<file path="config.mk">
export PLATFORM = sky130hd
export DESIGN_NAME = a2s_rd_arbiter
export DESIGN_NICKNAME = d
export VERILOG_FILES = /design/src/rtl/a2s_rd_arbiter.sv
export SDC_FILE = /design/constraint.sdc
export NUM_CORES = 1
export LEC_CHECK = 0
export CORE_MARGIN = 4
export CORE_UTILIZATION = 37
export DETAILED_ROUTE_END_ITERATION = 7
export PLACE_DENSITY = 0.74
export SLEW_MARGIN = 20
export SYNTH_ARGS = -nofsm -noshare
export SYNTH_HDL_FRONTEND = slang
export SYNTH_SLANG_ARGS = --single-unit
export TNS_END_PERCENT = 10
</file>
<file path="constraint.sdc">
create_clock -name AXI_clk -period 1.4 [get_ports AXI_clk]
set_input_delay 0.42 -clock AXI_clk [delete_from_list [all_inputs] [get_ports AXI_clk]]
set_output_delay 0.42 -clock AXI_clk [all_outputs]
set_load 0.03 [all_outputs]
</file>
<file path="src/rtl/a2s_rd_arbiter.sv">
// a2s_rd_arbiter: shares one AXI read port between two A2S stream channels.
// Round-robin grant, single fixed-length burst per grant, R beats steered to
// the winning channel with a shared beat index, RLAST checked against the count.
module a2s_rd_arbiter #(
   parameter int BURST_LEN  = 16,  // beats per burst, power of two, 2..16
   parameter int ADDR_ALIGN = 2    // low address bits forced to zero
) (
   input  logic        AXI_clk,
   input  logic        rst,
   // channel side
   input  logic        req0,
   input  logic        req1,
   input  logic [31:0] req_addr0,
   input  logic [31:0] req_addr1,
   output logic        gnt0,
   output logic        gnt1,
   output logic        rd_en0,
   output logic        rd_en1,
   output logic [3:0]  rd_idx,
   output logic        done0,
   output logic        done1,
   output logic        err0,
   output logic        err1,
   output logic        busy,
   // AXI read master side
   output logic [31:0] AXI_raddr,
   output logic [3:0]  AXI_arlen,
   output logic        AXI_arvalid,
   input  logic        AXI_arready,
   input  logic        AXI_rvalid,
   input  logic        AXI_rlast,
   output logic        AXI_rready
);

   typedef enum logic [1:0] {
      IDLE = 2'd0,
      ADDR = 2'd1,
      DATA = 2'd2
   } state_t;

   localparam logic [3:0]  LAST_IDX   = 4'(BURST_LEN - 1);
   localparam logic [31:0] ALIGN_MASK = ~((32'd1 << ADDR_ALIGN) - 32'd1);

   state_t      state_q, state_d;
   logic        sel_q, sel_d;        // channel owning the current burst
   logic        rr_ptr_q, rr_ptr_d;  // channel preferred on a tie
   logic [31:0] raddr_q, raddr_d;
   logic        arvalid_q, arvalid_d;
   logic        rready_q, rready_d;
   logic [3:0]  cnt_q, cnt_d;        // beat counter within the burst
   logic [1:0]  gnt_q, gnt_d;
   logic [1:0]  done_q, done_d;
   logic [1:0]  err_q, err_d;

   logic        pick;      // channel chosen in IDLE
   logic        beat;      // accepted R beat
   logic        last_cnt;  // counter sits on the final beat of the burst

   assign pick     = (req0 & req1) ? rr_ptr_q : req1;
   assign beat     = AXI_rvalid & rready_q;
   assign last_cnt = (cnt_q == LAST_IDX);

   // Next-state and output decode for the IDLE/ADDR/DATA sequencer.
   always_comb begin
      // NOTE: every variable gets a default first so no path infers a latch.
      state_d   = state_q;
      sel_d     = sel_q;
      rr_ptr_d  = rr_ptr_q;
      raddr_d   = raddr_q;
      arvalid_d = arvalid_q;
      rready_d  = rready_q;
      cnt_d     = cnt_q;
      gnt_d     = 2'b00;
      done_d    = 2'b00;
      err_d     = 2'b00;

      unique case (state_q)
         IDLE: begin
            if (req0 | req1) begin
               sel_d     = pick;
               raddr_d   = (pick ? req_addr1 : req_addr0) & ALIGN_MASK;
               arvalid_d = 1'b1;
               state_d   = ADDR;
            end
         end

         ADDR: begin
            // Requests are ignored here: an issued AR is never withdrawn.
            if (AXI_arready) begin
               arvalid_d    = 1'b0;
               rready_d     = 1'b1;
               gnt_d[sel_q] = 1'b1;
               rr_ptr_d     = ~sel_q;
               cnt_d        = 4'd0;
               state_d      = DATA;
            end
         end

         DATA: begin
            if (beat) begin
               cnt_d = last_cnt ? 4'd0 : cnt_q + 4'd1;
               // Burst ends on the counted final beat or on an early RLAST;
               // either disagreement between count and RLAST is an error.
               if (last_cnt | AXI_rlast) begin
                  rready_d      = 1'b0;
                  done_d[sel_q] = 1'b1;
                  err_d[sel_q]  = last_cnt ? ~AXI_rlast : 1'b1;
                  state_d       = IDLE;
               end
            end
         end

         default: state_d = IDLE;
      endcase
   end

   // State and output registers; reset clears everything immediately.
   always_ff @(posedge AXI_clk or posedge rst) begin
      // NOTE: the reset branch is asynchronous so outputs drop mid-burst without a clock edge.
      if (rst) begin
         state_q   <= IDLE;
         sel_q     <= 1'b0;
         rr_ptr_q  <= 1'b0;
         raddr_q   <= 32'd0;
         arvalid_q <= 1'b0;
         rready_q  <= 1'b0;
         cnt_q     <= 4'd0;
         gnt_q     <= 2'b00;
         done_q    <= 2'b00;
         err_q     <= 2'b00;
      end else begin
         // NOTE: non-blocking assignments keep every register updating from pre-edge values.
         state_q   <= state_d;
         sel_q     <= sel_d;
         rr_ptr_q  <= rr_ptr_d;
         raddr_q   <= raddr_d;
         arvalid_q <= arvalid_d;
         rready_q  <= rready_d;
         cnt_q     <= cnt_d;
         gnt_q     <= gnt_d;
         done_q    <= done_d;
         err_q     <= err_d;
      end
   end

   assign gnt0        = gnt_q[0];
   assign gnt1        = gnt_q[1];
   assign done0       = done_q[0];
   assign done1       = done_q[1];
   assign err0        = err_q[0];
   assign err1        = err_q[1];
   assign rd_en0      = beat & ~sel_q;
   assign rd_en1      = beat & sel_q;
   assign rd_idx      = cnt_q;
   assign busy        = (state_q != IDLE);
   assign AXI_raddr   = raddr_q;
   assign AXI_arlen   = LAST_IDX;
   assign AXI_arvalid = arvalid_q;
   assign AXI_rready  = rready_q;

endmodule

</file>
Word level (Yosys, flattened, before mapping)
Index checks and enable logic that the tools add are counted.
{"block": "totals", "register_bits": 46, "latch_bits": 0, "ramBits": 0, "mem_bits_ro": 0, "input_bits": 71, "out_inout_bits": 51, "word_cells": 69, "n_memories": 0}
{"block": "op_classes", "addsub": 1, "mul": 0, "div": 0, "magnitude_cmp": 2, "n_eq_ne": 7, "shifts": 0, "mux": 29, "bitwise": 9, "n_reduce_logical": 11}
{"op": "$mux W32", "n": 1}
{"op": "$mux W2", "n": 12}
{"op": "$mux W4", "n": 3}
{"op": "$mux W1", "n": 8}
{"op": "$ne A2 B2 Y1 const B", "n": 4}
{"op": "$pmux W4 S2", "n": 1}
{"op": "$reduce_and A4 Y1", "n": 2}
{"op": "$pmux W2 S3", "n": 1}
{"op": "$reduce_and A3 Y1", "n": 2}
{"op": "$reduce_bool A2 Y1", "n": 3}
{"op": "$add A4 B1 Y4 const B", "n": 1}
{"op": "$and A1 B1 Y1", "n": 4}
{"op": "$eq A4 B4 Y1 const B", "n": 1}
{"op": "$pmux W1 S2", "n": 2}
{"op": "$reduce_and A2 Y1", "n": 2}
{"op": "$and A2 B2 Y2", "n": 1}
{"op": "$eq A2 B1 Y1 const B", "n": 1}
{"op": "$eq A2 B2 Y1 const B", "n": 1}
{"op": "$logic_not A2 Y1", "n": 1}
{"op": "$lt A1 B2 Y1 const B", "n": 1}
{"op": "$not A1 Y1", "n": 2}
{"op": "$or A1 B1 Y1", "n": 2}
{"op": "$demux W1 S1", "n": 1}
{"op": "$ge A1 B1 Y1 const B", "n": 1}
{"op": "$logic_and A1 B1 Y1", "n": 1}

Logic depth before layout (Yosys ltp)
Gate-level depths: netlist of the first run.
{"block": "depth", "word_depth": 8, "depth_mapped": 7}

Worst setup path after synthesis of the first run
OpenSTA, ideal clock, no wires.
{"block": "synth_timing", "kind": "register -> output", "start": "reg state_q[1]", "end": "out busy", "t_arrival_ns": 1.205, "t_required_ns": 0.980, "slack_ns": -0.225, "stages_incl_launch_ff": 5, "path_buffers": 2, "cell_sequence": "dfrtp_1 -> clkbuf_1 -> nor2_2 -> clkbuf_1 -> inv_1"}
{"block": "synth_between", "elab_chain_len": 1}
{"element": "start: declaration", "line": "44", "rtl": "state_t state_q, state_d;"}
{"element": "start signal: assignment", "line": "133", "rtl": "state_q <= state_d;"}
{"element": "$reduce_bool A2 Y1", "line": "155", "rtl": "assign busy = (state_q != IDLE);"}
{"element": "end: declaration", "line": "24", "rtl": "output logic busy,"}
Every way passes these cells.

Final worst setup path of the first run
{"block": "layout_timing", "start": "reg state_q[0]", "end": "out busy"}
The elaborated chain is that of the path after synthesis.

==> metrics.txt, run 1 <==
max-cap check violation count 0; Nets 457; Clock transition at path regs 0.09 ns; FF-to-FF path depth 6; hold crit path type reg2reg; Comb power frac 62.7%; Synth Area in Adders 0.492%; Die Span Y 90.9 um; ys flop type dfrtp_1; cell count after synthesis 254; Syn Std Cell Area 2540 um^2; FMAX 676 MHz; total power per unit cell area 2010 nW/um^2; worst skew pair latency 0.30 ns; first-pass GRT wire length 11,300 um; reg-to-reg endpoint AXI_raddr[5]; share of cells above drive strength 1 34.5%; period utilisation layout 106%; switch share between 40% and 50%; htree depth 2; P_sw roughly 3600 uW; Post-synth ARST share 100%; TritonCTS clock tree built; DIE AREA 8270 um^2; vias in the first global route 2,401; post-synthesis compound-gate area fraction between 20% and 30%; Post-synth EDFFs 0; minimum clock period 1.48 ns; WP data required 0.98 ns; final worst clock skew around 0.0045 ns; Die Span X 90.9 um; register area share after synthesis between 40% and 50%; failing checks negative setup slack; CP endpoint kind output port; Pre-Repair DR Iteration Count 4; VDD IR max around 820 uV; Sinks on Clock Net 46; critical path arrival 1.06 ns; Vias per Instance about 5.2; vias 2,420; post-detail-place hpwl 5090 um; Setup crit start kind flop; Static Leak 0.00170 uW; design area about 4100 um^2; RSZ-0062 raised after global routing true; Crit-path slowest cell dfrtp_1; largest net degree at the start of global routing 47; multiplexer share of the synthesized area 0.394%; Cell Int Power 4730 uW; filler instances 536; worst hold slack 0.502 ns; area of the multi-input gates 1240 um^2; DR WL/cell about 17 um; Residual DRC 0; crit-path max cell delay 0.41 ns; crit path cell chain nor2_4, inv_2, buf_6; Worst Setup EP busy; main combinational cell family by area after synthesis compound AO/OA/AOI/OAI gates; Top-Level Pins 122; core box area 6490 um^2; simple-gate portion of the synthesized area 16.7%; crit path from state_q[0]; YS warnings 0; Yosys top cell by area dfrtp_1; Clk pwr share 10.3%; total CTS buffers 5; Routed WL 7670 um; Final Slew Violations 0; diodes inserted 0; FF+latch count, synth 46; GP Congestion 0.756; XOR/XNOR Fraction of Synth Area less than 1%; total gr overflow 0; DP Area 3780 um^2; Synth cell types 31; gr usage total between 10% and 20%; Area Growth Syn to Fin 62.5%; IO Port Bufs 111; Routed Antenna Nets 0; sequential share of power 27.0%; Crit Path Category reg2out; top cell type's share of synthesized area 45.3%; CTS Hold Buffers Added 0; pre-CTS setup slack -0.392 ns; synth top area cells dfrtp_1, a31oi_2, nand3b_1; final hold viol count 0; Setup violations, final 6; worst r2r src state_q[0]; Worst R2R Setup Slack -0.01 ns; CP max FO 3; Root Driver clkbuf_8; initial antenna violation count 0; initial drt markers 78; Initial Util 39.2%; synthesized area per cell 10.0 um^2; row cnt 29; CTS max path bufs 2; final worst slack -0.0791 ns; Seq. cell area 1150 um^2; outcome finished with violations
## cell usage in the layout, fill, tap and decap left out, drive strengths merged, types with 2 or more instances in the layout
| cell type | netlist | final |
|---|---|---|
| a21o | 2 | 2 |
| a21oi | 31 | 31 |
| a31oi | 31 | 31 |
| buf | 11 | 81 |
| clkbuf | 21 | 12 |
| clkdlybuf4s50 | 0 | 63 |
| conb | 2 | 6 |
| dfrtp | 46 | 46 |
| inv | 5 | 4 |
| nand2 | 8 | 8 |
| nand3 | 4 | 4 |
| nand3b | 33 | 33 |
| nand4b | 3 | 3 |
| nor2 | 8 | 8 |
| nor2b | 2 | 2 |
| nor3 | 2 | 2 |
| o21ai | 34 | 34 |
| or2 | 2 | 2 |
## metrics by stage
stage / std cells / setup TNS (ns) / utilization (%) / total power [uW]
final: 463 / -0.178 / 63.6 / 8310
after global routing: 463 / -1.27 / 63.6 / 8800
after CTS: 450 / -1.40 / 60.3 / 7790
after detailed placement: 439 / -14.82 / 58.2 / 6790
after global placement: 439 / -14.01 / 58.2 / 6710
after floorplan: 258 / -2.55 / - / 5060
## per-layer routing
layer	up-vias	GRT usage, %	part of all wire, %
li1	1177	-	-
met1	1152	19.9	42
met2	84	29.2	51
met3	7	5.00	6.6
met4	0	3.64	0.99
met5	-	0	0
## power by group through the flow
stage          clock [uW]  sequential [uW]  combinational, uW
5_1_grt               927             2330               5540
2_1_floorplan           0             3170               1890
4_1_cts               878             2240               4670
3_5_place_dp            0             2250               4540
3_3_place_gp            0             2240               4470
6_report              856             2240               5210
## critical path, delay by kind of cell, from the launching register on
family | cells | cell delay, ns
buf+inv | 2 | 0.19
simple gates | 1 | 0.15
flops | 1 | 0.41
## sequential cells by signal (all words and copies together), names as in the netlist
| register | cells |
|---|---|
| AXI_raddr | 30 |
| rd_idx | 4 |
| done_q | 2 |
| err_q | 2 |
| gnt_q | 2 |
| state_q | 2 |
| AXI_arvalid | 1 |
| AXI_rready | 1 |
| rr_ptr_q | 1 |
| sel_q | 1 |
## logic make-up after synthesis
group / Yosys count
compound gates: 100
xor+xnor: 1
fa+ha+maj: 1
buf+inv: 37
flops: 46
mux: 1
other cells: 2
simple gates: 66
## cell usage after synthesis (3+ instances only)
cell type   n
nand3_1     4
a31oi_2    30
nor2_1      7
nand3b_1   33
a21oi_1    31
dfrtp_1    46
buf_6       4
nand2_1     8
buf_4       6
clkbuf_1   21
nand4b_1    3
o21ai_0    32
inv_1       5
## layout make-up
cell class / count / share of cell area (%)
Clock buffer: 7 / 2.09
Clock inverter: 1 / 0.121
Inverter: 5 / 0.545
Multi-Input combinational cell: 175 / 30.0
Sequential cell: 46 / 27.9
Tap cell: 77 / 2.33
Timing Repair Buffer: 152 / 37.0
## worst min-delay path by stage
stage	start	end	slack, ns	depth (start not counted)
after CTS	AXI_arvalid	AXI_arvalid	0.51	1
final	AXI_arvalid	AXI_arvalid	0.50	1
after detailed placement	AXI_arvalid	AXI_arvalid	0.49	1
after global routing	AXI_arvalid	AXI_arvalid	0.54	1
after global placement	AXI_arvalid	AXI_arvalid	0.49	1
after floorplan	rst	AXI_arvalid	0.44	1
## what timing repair did
action | 4_1_cts | 5_1_grt
hold endpoints to repair | 0 | 0
gates resized for setup | 18 | 8
setup endpoints to repair | 36 | 38
setup buffers | 3 | 7
pin swaps | 2 | 4
cloned | 0 | 6
(Power assumes the default switching activity.)
==> inputs of run 2 (changes only) <==
--- a/config.mk
+++ b/config.mk
@@ -8,7 +8,7 @@
 export CORE_MARGIN = 4
 export CORE_UTILIZATION = 37
 export DETAILED_ROUTE_END_ITERATION = 7
-export PLACE_DENSITY = 0.74
+export PLACE_DENSITY = 0.82
 export SLEW_MARGIN = 20
 export SYNTH_ARGS = -nofsm -noshare
 export SYNTH_HDL_FRONTEND = slang
==> run 2 against run 1 <==
The flow still finishes with violations (negative setup slack). Sequential power about the same. Utilization fell by 0.79 points. Flip-flop and latch count unchanged. Power is 0.16% lower. Worst setup slack improved by 0.022 ns. Cell count is 1.5% lower. Fmax rose by 1.5%. Clock power increased by 13%. Non-clock buffer count decreased by 7. Combinational power is 2% lower. Clock-buffer cell count fell by 2. First-iteration DRC count down 28%.
==> metrics.txt, run 2 (synthesized netlist as in run 1, its figures left out) <==
outcome finished with violations; failing checks negative setup slack; Vias per Instance 5.14 (-1.7%); max-cap check violation count 0 (unchanged); Sinks on Clock Net 46 (unchanged); Top-Level Pins 122 (unchanged); most frequent cells in the layout clkdlybuf4s50_1, buf_4, dfrtp_1, nand3b_1, o21ai_0; diodes inserted 0 (unchanged); Static Leak 0.00166 uW (-2.4%); WP data required 0.98 ns (about the same); CTS Hold Buffers Added 0 (unchanged); CP max FO 3 (unchanged); final worst clock skew 0.00540 ns (+0.000859 ns); Die Span X 90.9 um (unchanged); DIE AREA 8270 um^2 (unchanged); Residual DRC 0 (unchanged); htree depth 2 (unchanged); Routed WL 7250 um (-5.5%); Die Span Y 90.9 um (unchanged); Setup crit start kind flop; total gr overflow 0 (unchanged); Crit Path Category reg2out; core box area 6490 um^2 (unchanged); IO Port Bufs 111 (unchanged); Routed Antenna Nets 0 (unchanged); Crit-path slowest cell dfrtp_1; hold crit path type in2async; TritonCTS clock tree built; largest net degree at the start of global routing 35 (-26%); share of cells above drive strength 1 33.5% (-0.95 points); RSZ-0062 raised after global routing true; Worst R2R Setup Slack -0.01 ns (about the same); post-detail-place hpwl 5250 um (+3.0%); crit-path max cell delay 0.38 ns (-0.03 ns); GP Congestion 0.731 (-3.2%); most common cell after layout, fill and taps aside clkdlybuf4s50_1; total power 8300 uW (-0.16%); CP endpoint kind output port; vias in the first global route 2,342 (-2.5%); Nets 450 (-1.5%); Pre-Repair DR Iteration Count 4 (unchanged); Area Growth Syn to Fin 60.5%; worst skew pair latency 0.30 ns (about the same); period utilisation layout 104% (-1.6 points); crit path cell chain nand2_2, nor2_1, buf_4; first-pass GRT wire length 11,200 um (-1.1%); Setup violations, final 13 (+7); Root Driver clkbuf_8; Buf/Inv on CP 1 (-1); max reg flops 30 (unchanged); Clock transition at path regs 0.09 ns (about the same); row cnt 29 (unchanged); initial antenna violation count 0 (unchanged); Worst path top cell family by delay flip-flops; DR WL/cell 15.9 um (-4.0%); FMAX 687 MHz (+1.5%); total power per unit cell area 2030 nW/um^2 (+1.1%); final hold viol count 0 (unchanged); minimum clock period 1.46 ns (-0.0225 ns); final setup TNS -0.242 ns (-0.0647 ns); critical path arrival 1.04 ns (-0.02 ns); final worst slack -0.0566 ns (+0.0225 ns); Initial Util 39.2% (unchanged); CTS max path bufs 2 (unchanged); pre-CTS setup slack -0.411 ns (-0.0186 ns); vias 2,344 (-3.1%); gr usage total 16.3% (-0.20 points); initial drt markers 56 (-28%); Final Slew Violations 0 (unchanged); total CTS buffers 5 (unchanged); VDD IR max 963 uV (+18%)
run 2: metal layers:
layer | wire length [um] | up-vias | GRT usage, %
met1 | 2920 | 1095 | 17.0
met2 | 3770 | 83 | 31.9
met3 | 472 | 8 | 4.50
met4 | 89 | 0 | 4.27
li1 | - | 1158 | -
met5 | 0 | - | 0
run 2: final timing paths:
check | from | to | depth (start not counted)
worst max-delay path | AXI_rready | rd_en0 | 3
worst min-delay path | rst | gnt_q[1] | 2
worst max register to register | state_q[0] | AXI_raddr[23] | 6
worst min register to register | AXI_arvalid | AXI_arvalid | 1
max in group asynchronous | rst | AXI_raddr[15] | 3
min in group AXI_clk | AXI_arvalid | AXI_arvalid | 1
run 2: cell type report:
| type | count | area, um^2 |
|---|---|---|
| flip-flops and latches | 46 | 1150 |
| repair buffers | 145 | 1460 |
| clock buffers | 5 | 68.8 |
| clock inverters | 3 | 40.0 |
| fillers | 571 | 2410 |
| well taps | 77 | 96.3 |
| multi-input cells | 175 | 1240 |
| inverters | 5 | 22.5 |
run 2: repair_timing:
item / in CTS / in global routing
pin swaps: 4 / 1
cloned: 0 / 3
endpoints found under the setup margin: 36 / 37
resized for setup: 26 / 3
setup buffers: 2 / 6
run 2: power by group:
| part | total, uW | internal [uW] | switching [uW] |
|---|---|---|---|
| registers | 2260 | 1880 | 373 |
| logic | 5080 | 2380 | 2700 |
| clock network | 964 | 526 | 438 |
| total | 8300 | 4790 | 3510 |
run 2: through the flow:
step	cell area, um^2	util (%)	hold WS, ns	instances
final	4080	62.8	0.418	456
after global routing	4080	62.8	0.421	456
after CTS	3950	60.8	0.419	447
after floorplan	2560	-	0.437	258
after global placement	3800	58.4	0.474	437
after detailed placement	3800	58.4	0.482	437
run 2: worst reg2reg max path: stages (launching register included):
cell and delay, ns:
dfrtp_1 0.42, nor2_4 0.14, buf_4 0.13, buf_12 0.10, and2_4 0.22, clkbuf_16 0.19, a31oi_2 0.08
==> inputs of run 3 (changes only) <==
--- a/config.mk
+++ b/config.mk
@@ -6,9 +6,9 @@
 export NUM_CORES = 1
 export LEC_CHECK = 0
 export CORE_MARGIN = 4
-export CORE_UTILIZATION = 37
+export CORE_UTILIZATION = 32
 export DETAILED_ROUTE_END_ITERATION = 7
-export PLACE_DENSITY = 0.82
+export PLACE_DENSITY = 0.73
 export SLEW_MARGIN = 20
 export SYNTH_ARGS = -nofsm -noshare
 export SYNTH_HDL_FRONTEND = slang
==> run 3 against run 2 <==
The flow still finishes with violations (negative setup slack). Clock skew is 0.0069 ns higher. Clock power is 23% higher. Power is 2.8% higher. Fmax is 0.29% lower. Die area is 14% higher. Combinational power hardly changed. Global-route usage is 1.7 points lower. Utilization is 9.5 points lower. Critical path type unchanged.
==> metrics.txt, run 3 (synthesized netlist as in run 1, its figures left out) <==
diodes inserted 0 (unchanged); minimum clock period 1.46 ns (+0.00426 ns); Die Span Y 97.2 um (+6.9%); Sinks on Clock Net 46 (unchanged); WP data required 0.98 ns (about the same); Pre-Repair DR Iteration Count 4 (unchanged); Inst Count DP 460 (+5.3%); total CTS buffers 5 (unchanged); max reg flops 30 (unchanged); Initial Util 32.9% (-6.2 points); RSZ-0062 raised after global routing true; TritonCTS clock tree built; Nets 448 (-0.44%); core box area 7730 um^2 (+19%); most frequent cells in the layout clkdlybuf4s50_1, buf_4, dfrtp_1, nand3b_1, o21ai_0; initial drt markers 48 (-14%); max-cap check violation count 0 (unchanged); largest net degree at the start of global routing 36 (+2.9%); total power 8530 uW (+2.8%); final setup TNS -0.643 ns (-0.401 ns); outcome finished with violations; CP max FO 3 (unchanged); final worst clock skew 0.0123 ns (+0.00692 ns); Residual DRC 0 (unchanged); Vias per Instance 4.95 (-3.7%); CTS Hold Buffers Added 0 (unchanged); Final Slew Violations 0 (unchanged); pre-CTS setup slack -0.367 ns (+0.0436 ns); share of cells above drive strength 1 33.4% (-0.087 points); total power per unit cell area 2070 nW/um^2 (+1.7%); post-layout util 53.4% (-9.5 points); final hold viol count 0 (unchanged); Setup crit start kind flop; GP Congestion 0.779 (+6.5%); final worst slack -0.0608 ns (-0.00426 ns); htree depth 2 (unchanged); vias 2,371 (+1.2%); worst skew pair latency 0.30 ns (about the same); CP endpoint kind output port; Routed WL 7460 um (+3.0%); Routed Antenna Nets 0 (unchanged); total gr overflow 0 (unchanged); IO Port Bufs 111 (unchanged); filler instances 710 (+24%); CTS max path bufs 2 (unchanged); row cnt 32 (+10%); FMAX 685 MHz (-0.29%); Clock transition at path regs 0.10 ns (about the same); Setup violations, final 31 (+18); Die Span X 97.2 um (+6.9%); gr usage total 14.7% (-1.7 points); Top-Level Pins 122 (unchanged); vias in the first global route 2,292 (-2.1%); Area Growth Syn to Fin 62.2%; most common cell after layout, fill and taps aside clkdlybuf4s50_1; critical path arrival 1.04 ns (about the same); Crit Path Category reg2out; period utilisation layout 104% (+0.30 points); DR WL/cell 15.6 um (-2.0%); hold crit path type in2async; Static Leak 0.00167 uW (+0.99%); initial antenna violation count 0 (unchanged); Root Driver clkbuf_8; first-pass GRT wire length 11,500 um (+2.9%); VDD IR max 748 uV (-22%); DIE AREA 9440 um^2 (+14%); post-detail-place hpwl 5200 um (-0.84%); Post-Layout Cell Count 479 (+5.0%); failing checks negative setup slack
## run 3: where the power goes
| group | internal (uW) | total (uW) | switching [uW] |
|---|---|---|---|
| combinational | 2380 | 5100 | 2720 |
| sequential | 1880 | 2240 | 359 |
| clock | 716 | 1190 | 477 |
## run 3: final timing paths
kind,startpoint,slack [ns],cells past startpoint,end
min in group AXI_clk,AXI_arvalid,0.51,1,AXI_arvalid
max reg2reg,state_q[0],-0.04,6,AXI_raddr[6]
min reg2reg,AXI_arvalid,0.51,1,AXI_arvalid
min,rst,0.41,2,gnt_q[0]
max in group asynchronous,rst,0.59,3,rd_idx[2]
max,state_q[0],-0.06,3,busy
## run 3: per-layer routing
metal / vias up / GRT usage, % / wire length, um
met1: 1130 / 18.0 / 3080
met2: 80 / 25.4 / 3760
li1: 1154 / - / -
met3: 7 / 4.24 / 535
met5: - / 0 / 0
met4: 0 / 3.56 / 86
## run 3: metrics by stage
step,cell area [um^2],hold slack (ns)
after floorplan,2560,0.437
after global placement,3810,0.499
after CTS,3980,0.419
after global routing,4130,0.429
final,4130,0.414
after detailed placement,3810,0.497
## run 3: area by class of cell
type                    instances  area (um^2)  share of cell area, %
clock inverters                 3         68.8                   1.67
multi-input cells             175         1240                   30.1
flip-flops and latches         46         1150                   27.9
well taps                     102          128                   3.09
clock buffers                   5         68.8                   1.67
repair buffers                143         1440                   35.0
inverters                       5         22.5                  0.546
## run 3: timing repair
action / in CTS / in global routing
resized for setup: 16 / 7
endpoints found under the setup margin: 35 / 40
gates cloned: 0 / 3
buffers inserted: 2 / 6
pin swaps: 1 / 1
## run 3: critical path: stages (launching register included)
cell and delay (ns):
dfrtp_1 0.42, nor2_4 0.15, inv_2 0.04, buf_6 0.13
